$ cat config.mk
export PLATFORM = sky130hd
export DESIGN_NAME = sync_mux_arb_flat
export DESIGN_NICKNAME = d
export VERILOG_FILES = /design/src/rtl/sync_mux_arb_if.sv /design/src/rtl/sync_mux_arb.sv /design/src/flat_wrapper.sv
export SDC_FILE = /design/constraint.sdc
export NUM_CORES = 1
export LEC_CHECK = 0
export CELL_PAD_IN_SITES_DETAIL_PLACEMENT = 1
export CELL_PAD_IN_SITES_GLOBAL_PLACEMENT = 2
export CORE_MARGIN = 2
export CORE_UTILIZATION = 22
export CTS_CLUSTER_SIZE = 25
export DETAILED_ROUTE_END_ITERATION = 12
export PLACE_DENSITY_LB_ADDON = 0.1
export SETUP_SLACK_MARGIN = 0.3
export SYNTH_ARGS = -nofsm -noshare
export SYNTH_HDL_FRONTEND = slang
export SYNTH_SLANG_ARGS = --single-unit
$ cat constraint.sdc
create_clock -name clk -period 2.9 [get_ports clk]
set_clock_uncertainty 0.1 [all_clocks]
set_input_delay 0.58 -clock clk [delete_from_list [all_inputs] [get_ports clk]]
set_output_delay 0.58 -clock clk [all_outputs]
set_load 0.05 [all_outputs]
$ cat src/rtl/sync_mux_arb_if.sv
// Handshake bundle between N_CH producers, the run-time mode/address controls,
// and the single registered consumer port of sync_mux_arb.
interface sync_mux_arb_if #(
    parameter int WIDTH = 16,
    parameter int N_CH  = 4
);
    localparam int SEL_W = $clog2(N_CH);

    logic [N_CH*WIDTH-1:0] in_data;
    logic [N_CH-1:0]       in_valid;
    logic [N_CH-1:0]       in_ready;
    logic                  mode;
    logic [SEL_W-1:0]      addr;
    logic [WIDTH-1:0]      out_data;
    logic [SEL_W-1:0]      out_ch;
    logic                  out_valid;
    logic                  out_ready;

    modport master (
        output in_data, in_valid, mode, addr, out_ready,
        input  in_ready, out_data, out_ch, out_valid
    );

    modport slave (
        input  in_data, in_valid, mode, addr, out_ready,
        output in_ready, out_data, out_ch, out_valid
    );
endinterface

$ cat src/rtl/sync_mux_arb.sv
// N_CH:1 registered mux with valid/ready handshake; the source channel is picked
// either by explicit address or by round-robin arbitration, selectable at run time.
module sync_mux_arb #(
    parameter int WIDTH = 16,
    parameter int N_CH  = 4
) (
    input logic            clk,
    input logic            clr,
    sync_mux_arb_if.slave  bus
);
    localparam int SEL_W = $clog2(N_CH);

    logic [WIDTH-1:0] data_p0;
    logic [SEL_W-1:0] ch_p0;
    logic             vld_p0;
    logic [SEL_W-1:0] rr_ptr;

    logic             load;
    logic             grant_valid;
    logic [SEL_W-1:0] grant;
    logic [SEL_W-1:0] rr_idx;
    logic [WIDTH-1:0] sel_word;
    logic [N_CH-1:0]  in_ready_c;

    assign load = !vld_p0 || bus.out_ready;

    // Arbitration: the round-robin search runs from the farthest candidate down to
    // the nearest, so the last hit written is the first one in rotation order.
    always_comb begin
        grant       = '0;
        grant_valid = 1'b0;
        rr_idx      = '0;
        if (!bus.mode) begin
            for (int i = 0; i < N_CH; i++) begin
                if (bus.addr == SEL_W'(i) && bus.in_valid[i]) begin
                    grant       = SEL_W'(i);
                    grant_valid = 1'b1;
                end
            end
        end else begin
            for (int k = N_CH; k >= 1; k--) begin
                rr_idx = SEL_W'((int'(rr_ptr) + k) % N_CH);
                if (bus.in_valid[rr_idx]) begin
                    grant       = rr_idx;
                    grant_valid = 1'b1;
                end
            end
        end
    end

    // Data steering is kept apart from the handshake so in_ready never sees in_data.
    always_comb begin
        sel_word = '0;
        for (int i = 0; i < N_CH; i++) begin
            if (grant == SEL_W'(i)) sel_word = bus.in_data[i*WIDTH +: WIDTH];
        end
    end

    always_comb begin
        in_ready_c = '0;
        for (int i = 0; i < N_CH; i++) begin
            in_ready_c[i] = !clr && load && grant_valid && (grant == SEL_W'(i));
        end
    end

    assign bus.in_ready = in_ready_c;

    // Stage p0: the single output register
    always_ff @(posedge clk) begin
        if (clr) begin
            vld_p0  <= 1'b0;
            data_p0 <= '0;
            ch_p0   <= '0;
            rr_ptr  <= SEL_W'(N_CH - 1);
        end else if (load) begin
            if (grant_valid) begin
                data_p0 <= sel_word;
                ch_p0   <= grant;
                vld_p0  <= 1'b1;
                if (bus.mode) rr_ptr <= grant;
            end else begin
                vld_p0 <= 1'b0;
            end
        end
    end

    assign bus.out_data  = data_p0;
    assign bus.out_ch    = ch_p0;
    assign bus.out_valid = vld_p0;
endmodule

$ cat src/flat_wrapper.sv
// flat-port wrapper written by rule: the top's interface ports become plain ports
module sync_mux_arb_flat 
#(
    parameter int WIDTH = 16,
    parameter int N_CH  = 4
)
  (clk, clr, bus_in_data, bus_in_valid, bus_mode, bus_addr, bus_out_ready, bus_in_ready, bus_out_data, bus_out_ch, bus_out_valid);
  sync_mux_arb_if #(.WIDTH(WIDTH), .N_CH(N_CH)) bus_i ();
  input logic clk;
  input logic clr;
  input wire logic [$bits(bus_i.in_data)-1:0] bus_in_data;
  input wire logic [$bits(bus_i.in_valid)-1:0] bus_in_valid;
  input wire logic [$bits(bus_i.mode)-1:0] bus_mode;
  input wire logic [$bits(bus_i.addr)-1:0] bus_addr;
  input wire logic [$bits(bus_i.out_ready)-1:0] bus_out_ready;
  output wire logic [$bits(bus_i.in_ready)-1:0] bus_in_ready;
  output wire logic [$bits(bus_i.out_data)-1:0] bus_out_data;
  output wire logic [$bits(bus_i.out_ch)-1:0] bus_out_ch;
  output wire logic [$bits(bus_i.out_valid)-1:0] bus_out_valid;
  assign bus_i.in_data = bus_in_data;
  assign bus_i.in_valid = bus_in_valid;
  assign bus_i.mode = bus_mode;
  assign bus_i.addr = bus_addr;
  assign bus_i.out_ready = bus_out_ready;
  assign bus_in_ready = bus_i.in_ready;
  assign bus_out_data = bus_i.out_data;
  assign bus_out_ch = bus_i.out_ch;
  assign bus_out_valid = bus_i.out_valid;
  sync_mux_arb #(.WIDTH(WIDTH), .N_CH(N_CH)) u_core (.clk(clk), .clr(clr), .bus(bus_i));
endmodule
==> flow_metrics.py, run 1 <==
metrics = {
    "floorplanning": {
        "die_w_um": 101,
        "initial_core_util_pct": 22.5,
        "dieArea_mm2": 0.0102,
        "core_mm2": 0.00920,
        "die_h_um": 101,
        "num_io_pins": 97,
        "rows": 35,
    },
    "min_path": {
        "holdCritPathClass": "reg -> reg",
        "hold_depth": 2,
    },
    "clock_tree": {
        "clkTransAtPathRegs_ps": 90,
        "clock_latency_ps": 270,
        "ctsHtreeMaxLevel": 1,
        "cts_tree": "yes",
        "clock-sinks": 21,
        "cts_buffers": 3,
        "root_buffer": "clkbuf_8",
        "cts.path.max_buffers": 2,
    },
    "power_and_ir_drop": {
        "power_density_mw_per_mm2": 373,
        "power_frac_clock_pct": 16.1,
        "p_int_uw": 764,
        "p_sw_share_pct": 43.2,
        "switchingPower_uw": 580,
        "comb_power_share_pct": 57.8,
        "leakage_uw": 0.00118,
        "ir_drop_mv": 0.168,
        "p_seq_share_pct": 26.1,
    },
    "global_route": {
        "antenna_found_initial": 0,
        "grt_first_pass_wirelength_um": 16600,
        "grt_pass1_vias": 2938,
        "grtUsageTotal_pct": 20.8,
        "grt_max_degree": 34,
        "grt_overflow": 0,
    },
    "timing": {
        "drv_slew": 0,
        "rsz0062_at_grt": "yes",
        "hold_viol_final": 0,
        "timing.final.crit_share_pct": 88.8,
        "relSlewSlack_pct": 61.9,
        "setup_viol": 0,
        "fmax_ghz": 0.388,
        "worst_pin_slew_ps": 572,
        "finalSetupTns_ps": 0,
        "period_minus_slack_ps": 2580,
        "finalHoldWorstSlack_ps": 355,
    },
    "logic_synthesis": {
        "netlist_area_mm2": 0.00207,
        "synth.ff_latch_count": 21,
        "yosysSeqAreaShare_pct": 20.3,
        "synth_fp_nets": 347,
        "ys_warn_count": 0,
        "avgSynthCellArea_um2": 7.57,
        "syn_inst": 273,
        "synth.distinct_cells": 35,
    },
    "outcome": {
        "outcome": "complete, no violations",
    },
    "routing": {
        "drt_first_iter_violations": 206,
        "drc": 0,
        "highest_layer": "met4",
        "wl_met2_um": 5230,
        "wirelength_um": 10500,
        "vias": 2800,
        "vias_per_cell": 5.86,
        "drt_pre_antenna_iters": 5,
        "wl_met3_um": 374,
        "wl_per_cell_um": 21.9,
        "met1_length_um": 4700,
        "ant_nets": 0,
    },
    "layout": {
        "final_common_cell": "clkdlybuf4s50_1",
        "layout-drive-gt1-share_pct": 21.3,
        "layout.nets": 442,
        "stdcell_area_mm2": 0.00361,
        "layout_common_cells": "clkdlybuf4s50_1 (84), nand2_1 (50), nand4_1 (32), o311ai_0 (32), a311o_1 (32)",
        "diodes": 0,
        "synthToLayoutAreaGrowth_pct": 74.5,
    },
    "setup_path": {
        "worst-path-buf-inv": 3,
        "crit_required_ps": 2220,
        "path_class": "in -> out",
        "ff2ff_path_depth": 8,
        "critPathArrivalTime_ps": 1900,
        "end_kind": "output pin",
        "cp_slowest_stage_delay_ps": 310,
        "cp_max_fo": 3,
        "slowest_stage": "mux2_4",
        "worst-path-stages": 7,
        "critPathTopFamily": "buffers and inverters",
        "worstSetupStartpointType": "input port",
        "crit_chain": "buf_8, mux2_4, a21oi_4, a31oi_4, buf_6, nor4_4, buf_12",
    },
    "placed_design": {
        "placed_cell_area_mm2": 0.00336,
        "routabilityCongestion": 0.820,
        "numPortBuffers": 96,
        "dpl.hpwl_um": 6970,
    },
    "job": {
        "cap_viol_max_count": 0,
    },
}
-- registers in the layout, indices dropped and copies added, names as in the netlist --
signal and flops:
u_core.bus.out_ch 2, u_core.bus.out_valid 1, u_core.bus.out_data 16, u_core.rr_ptr 2
-- path summary, 6_finish.rpt --
check | slack, ps | end | from
hold / removal | 360 | u_core.bus.out_ch[1]$_SDFFE_PP0P_ | u_core.bus.out_ch[1]$_SDFFE_PP0P_
setup / recovery | 320 | bus_in_ready[1] | bus_addr[0]
setup reg to reg | 680 | u_core.bus.out_data[0]$_SDFFE_PP0P_ | u_core.rr_ptr[0]$_SDFFE_PP1P_
hold reg to reg | 360 | u_core.bus.out_ch[1]$_SDFFE_PP0P_ | u_core.bus.out_ch[1]$_SDFFE_PP0P_
-- synth_stat cells --
cell type,instances,area (µm²)
nand4_1,32,200
a32oi_2,1,16.3
and3b_1,1,8.76
mux4_2,1,22.5
clkbuf_1,28,105
a32o_1,1,10.0
buf_1,1,3.75
nor3_1,2,10.0
o2bb2ai_2,1,15.0
a21oi_2,1,8.76
nor4_1,2,12.5
mux2i_1,2,20.0
nand3_1,2,10.0
o311ai_0,32,280
nor3b_1,1,7.51
a21o_1,2,15.0
dfxtp_1,21,420
o21bai_1,1,7.51
nor2b_1,4,25.0
nand3b_1,3,22.5
buf_6,4,45.0
a311o_1,32,320
nand2b_1,4,25.0
buf_2,7,35.0
a211o_1,1,8.76
nand2_1,51,191
a21oi_1,4,20.0
mux2_2,2,22.5
buf_4,2,15.0
a31oi_1,17,106
and3_1,2,12.5
a41oi_1,1,8.76
o21ai_0,2,10.0
a41o_1,1,10.0
nor2_1,4,15.0
-- through the flow --
stage	power, µW	setup slack, ps	instances	utilization [%]
finish	1340	324	478	39.2
global route	1430	276	478	39.2
CTS	1340	297	474	38.1
detailed placement	1090	-285	466	36.5
global placement	1080	-156	466	36.5
floorplan	773	97.3	273	-
-- cell type report --
| class | instances | area, µm² |
|---|---|---|
| Timing Repair Buffer | 132 | 1340 |
| Sequential cell | 21 | 428 |
| Tap cell | 111 | 139 |
| Multi-Input combinational cell | 210 | 1650 |
| Fill cell | 1073 | 5590 |
| Clock buffer | 3 | 41.3 |
| Clock inverter | 1 | 7.51 |
-- tightest hold or removal path: cells and delay by family (launching register included) --
kind	cells	cell delay, ps
AO/OA/AOI/OAI	1	50
flip-flops	1	320
AND/OR/NAND/NOR	1	50
-- cells by family after synthesis --
logic type             Yosys count  share of synthesized area (%)
and+or+nand+nor                108                           26.1
AOI/OAI and AO/OA               97                           40.5
buffers and inverters           42                           9.87
DFF                             21                           20.3
muxes                            5                           3.15
-- metal layers --
layer	global-route usage, %	vias up
li1	-	1314
met4	3.64	0
met1	28.4	1395
met5	0	-
met3	2.29	12
met2	35.6	79
-- power groups by stage --
stage | logic [µW] | registers [µW] | clock network (µW)
floorplan | 317 | 456 | 0
global placement | 726 | 354 | 0
detailed placement | 733 | 354 | 0
CTS | 761 | 349 | 229
global route | 828 | 355 | 242
finish | 776 | 351 | 216
-- repair_timing --
action,4_1_cts,5_1_grt
pin swaps,10,10
setup buffers,4,4
resized for setup,51,20
setup endpoints to repair,20,4
hold buffers,0,0
hold endpoints to repair,0,0
No activity file was read; power rests on OpenSTA's default activity.
==> inputs of run 2 (changes only) <==
- RECOVER_POWER: default -> 50
==> run 2 against run 1 <==
Flip-flop and latch count unchanged; wire length about the same; final area down 0.21%; global-route usage unchanged; critical endpoint is now u_core.bus.out_data[5]$_SDFFE_PP0P_; largest cell class unchanged; highest routed layer unchanged.
==> flow_metrics.py, run 2 (synthesis results as in run 1) <==
metrics = {
    "clock_tree": {
        "cts_hold_buf": 0,
        "cts_buffers": 3,
        "clock_latency_ps": 270,
        "root_buffer": "clkbuf_8",
        "clkTransAtPathRegs_ps": 100,
        "ctsHtreeMaxLevel": 1,
        "clock-sinks": 21,
        "cts.path.max_buffers": 2,
        "cts_tree": "yes",
    },
    "power_and_ir_drop": {
        "switchingPower_uw": 579,
        "power_frac_clock_pct": 16.3,
        "ir_drop_mv": 0.168,
        "leakage_uw": 0.00121,
        "p_sw_share_pct": 43.5,
        "comb_power_share_pct": 57.5,
        "power_density_mw_per_mm2": 370,
        "p_int_uw": 752,
        "p_seq_share_pct": 26.2,
    },
    "setup_path": {
        "critPathTopFamily": "buffers and inverters",
        "crit_required_ps": 2920,
        "cp_max_fo": 13,
        "ff2ff_path_depth": 8,
        "reg2reg_slack_ps": 670,
        "r2r_start": "u_core.rr_ptr[0]$_SDFFE_PP1P_",
        "worst-path-buf-inv": 3,
        "r2r-end": "u_core.bus.out_data[11]$_SDFFE_PP0P_",
        "cp_slowest_stage_delay_ps": 550,
        "path_class": "in -> reg",
        "crit_chain": "buf_2, mux4_2, o2bb2ai_4, nand2b_4, buf_4, clkbuf_1, a311o_1, a31oi_1",
        "slowest_stage": "mux4_2",
        "worstSetupStartpointType": "input port",
        "critPathArrivalTime_ps": 2610,
        "end_kind": "register",
    },
    "floorplanning": {
        "core_mm2": 0.00920,
        "die_w_um": 101,
        "die_h_um": 101,
        "initial_core_util_pct": 22.5,
        "dieArea_mm2": 0.0102,
        "rows": 35,
        "num_io_pins": 97,
    },
    "layout": {
        "diodes": 0,
        "layout.nets": 442,
        "stdcell_area_mm2": 0.00360,
        "layout_common_cells": "clkdlybuf4s50_1 (67), nand2_1 (50), nand4_1 (32), o311ai_0 (32), a311o_1 (32)",
        "synthToLayoutAreaGrowth_pct": 74.1,
        "final_common_cell": "clkdlybuf4s50_1",
        "layout-drive-gt1-share_pct": 20.7,
        "largest_reg_flops": 16,
    },
    "timing": {
        "setup_slack_ps": 317,
        "drv_slew": 0,
        "relSlewSlack_pct": 38.9,
        "timing.final.crit_share_pct": 89.1,
        "hold_viol_final": 0,
        "worst_pin_slew_ps": 917,
        "fmax_ghz": 0.387,
        "setup_viol": 0,
        "period_minus_slack_ps": 2580,
        "rsz0062_at_grt": "yes",
    },
    "placed_design": {
        "place_ws_ps": -285,
        "routabilityCongestion": 0.820,
        "dpl.hpwl_um": 6970,
        "numPortBuffers": 96,
        "placed_cell_area_mm2": 0.00336,
    },
    "global_route": {
        "grt_overflow": 0,
        "antenna_found_initial": 0,
        "grt_max_degree": 34,
        "grtUsageTotal_pct": 20.8,
        "grt_pass1_vias": 2938,
        "grt_first_pass_wirelength_um": 16600,
    },
    "routing": {
        "wirelength_um": 10500,
        "wl_per_cell_um": 21.9,
        "drt_pre_antenna_iters": 6,
        "drt_first_iter_violations": 206,
        "vias_per_cell": 5.85,
        "vias": 2795,
        "drc": 0,
        "ant_nets": 0,
    },
    "min_path": {
        "min_to": "u_core.bus.out_ch[1]$_SDFFE_PP0P_",
        "hp-start": "u_core.bus.out_ch[1]$_SDFFE_PP0P_",
        "hold_depth": 2,
        "holdCritPathClass": "reg -> reg",
    },
    "outcome": {
        "outcome": "complete, no violations",
    },
    "job": {
        "cap_viol_max_count": 0,
    },
}
run 2: per-layer routing:
| metal | GRT usage [%] | part of all wire [%] | vias up |
|---|---|---|---|
| li1 | - | - | 1316 |
| met1 | 28.4 | 46 | 1389 |
| met2 | 35.6 | 49 | 78 |
| met3 | 2.29 | 2.9 | 12 |
| met4 | 3.64 | 1.5 | 0 |
| met5 | 0 | 0 | - |
run 2: layout make-up:
type / count / area, µm²
Clock buffer: 3 / 41.3
Clock inverter: 1 / 7.51
Fill cell: 1074 / 5600
Multi-Input combinational cell: 210 / 1650
Sequential cell: 21 / 428
Tap cell: 111 / 139
Timing Repair Buffer: 132 / 1330
run 2: worst reg2reg max path: stages, from the launching register on:
cell	delay [ps]
dfxtp_4	400
nand2b_4	170
a32oi_4	240
buf_4	150
buf_4	90
buf_4	350
nand4_1	170
a311o_1	330
a31oi_1	160
run 2: repair_timing:
item                       CTS  global route
resized for setup           51            20
hold endpoints to repair     0             0
gates cloned                 0             0
buffers inserted             4             4
setup endpoints to repair   20             4
pin swaps                   10            10
run 2: how the worst max path moves through the flow:
stage                         start                             endpoint  slack (ps)  depth (start not counted)
floorplan           bus_in_valid[3]                      bus_in_ready[1]         100                          8
detailed placement  bus_in_valid[3]                      bus_in_ready[0]        -280                          6
CTS                        bus_mode                      bus_in_ready[0]         300                          7
global placement    bus_in_valid[3]                      bus_in_ready[2]        -160                          7
finish                  bus_addr[1]  u_core.bus.out_data[5]$_SDFFE_PP0P_         320                          8
global route            bus_addr[1]  u_core.bus.out_data[5]$_SDFFE_PP0P_         230                          8
run 2: power by group through the flow:
stage	clock, µW	sequential [µW]	combinational (µW)
CTS	229	349	761
floorplan	0	456	317
finish	217	349	765
global placement	0	354	726
global route	242	354	816
detailed placement	0	354	733
run 2: per-stage QoR:
stage | power, µW | setup TNS (ps) | instances | util, % | hold WS, ps
after floorplan | 773 | 0 | 273 | - | 461
after global placement | 1080 | -767 | 466 | 36.5 | 343
after detailed placement | 1090 | -2030 | 466 | 36.5 | 348
after CTS | 1340 | 0 | 474 | 38.1 | 362
after global routing | 1410 | 0 | 478 | 39.1 | 375
final | 1330 | 0 | 478 | 39.1 | 353
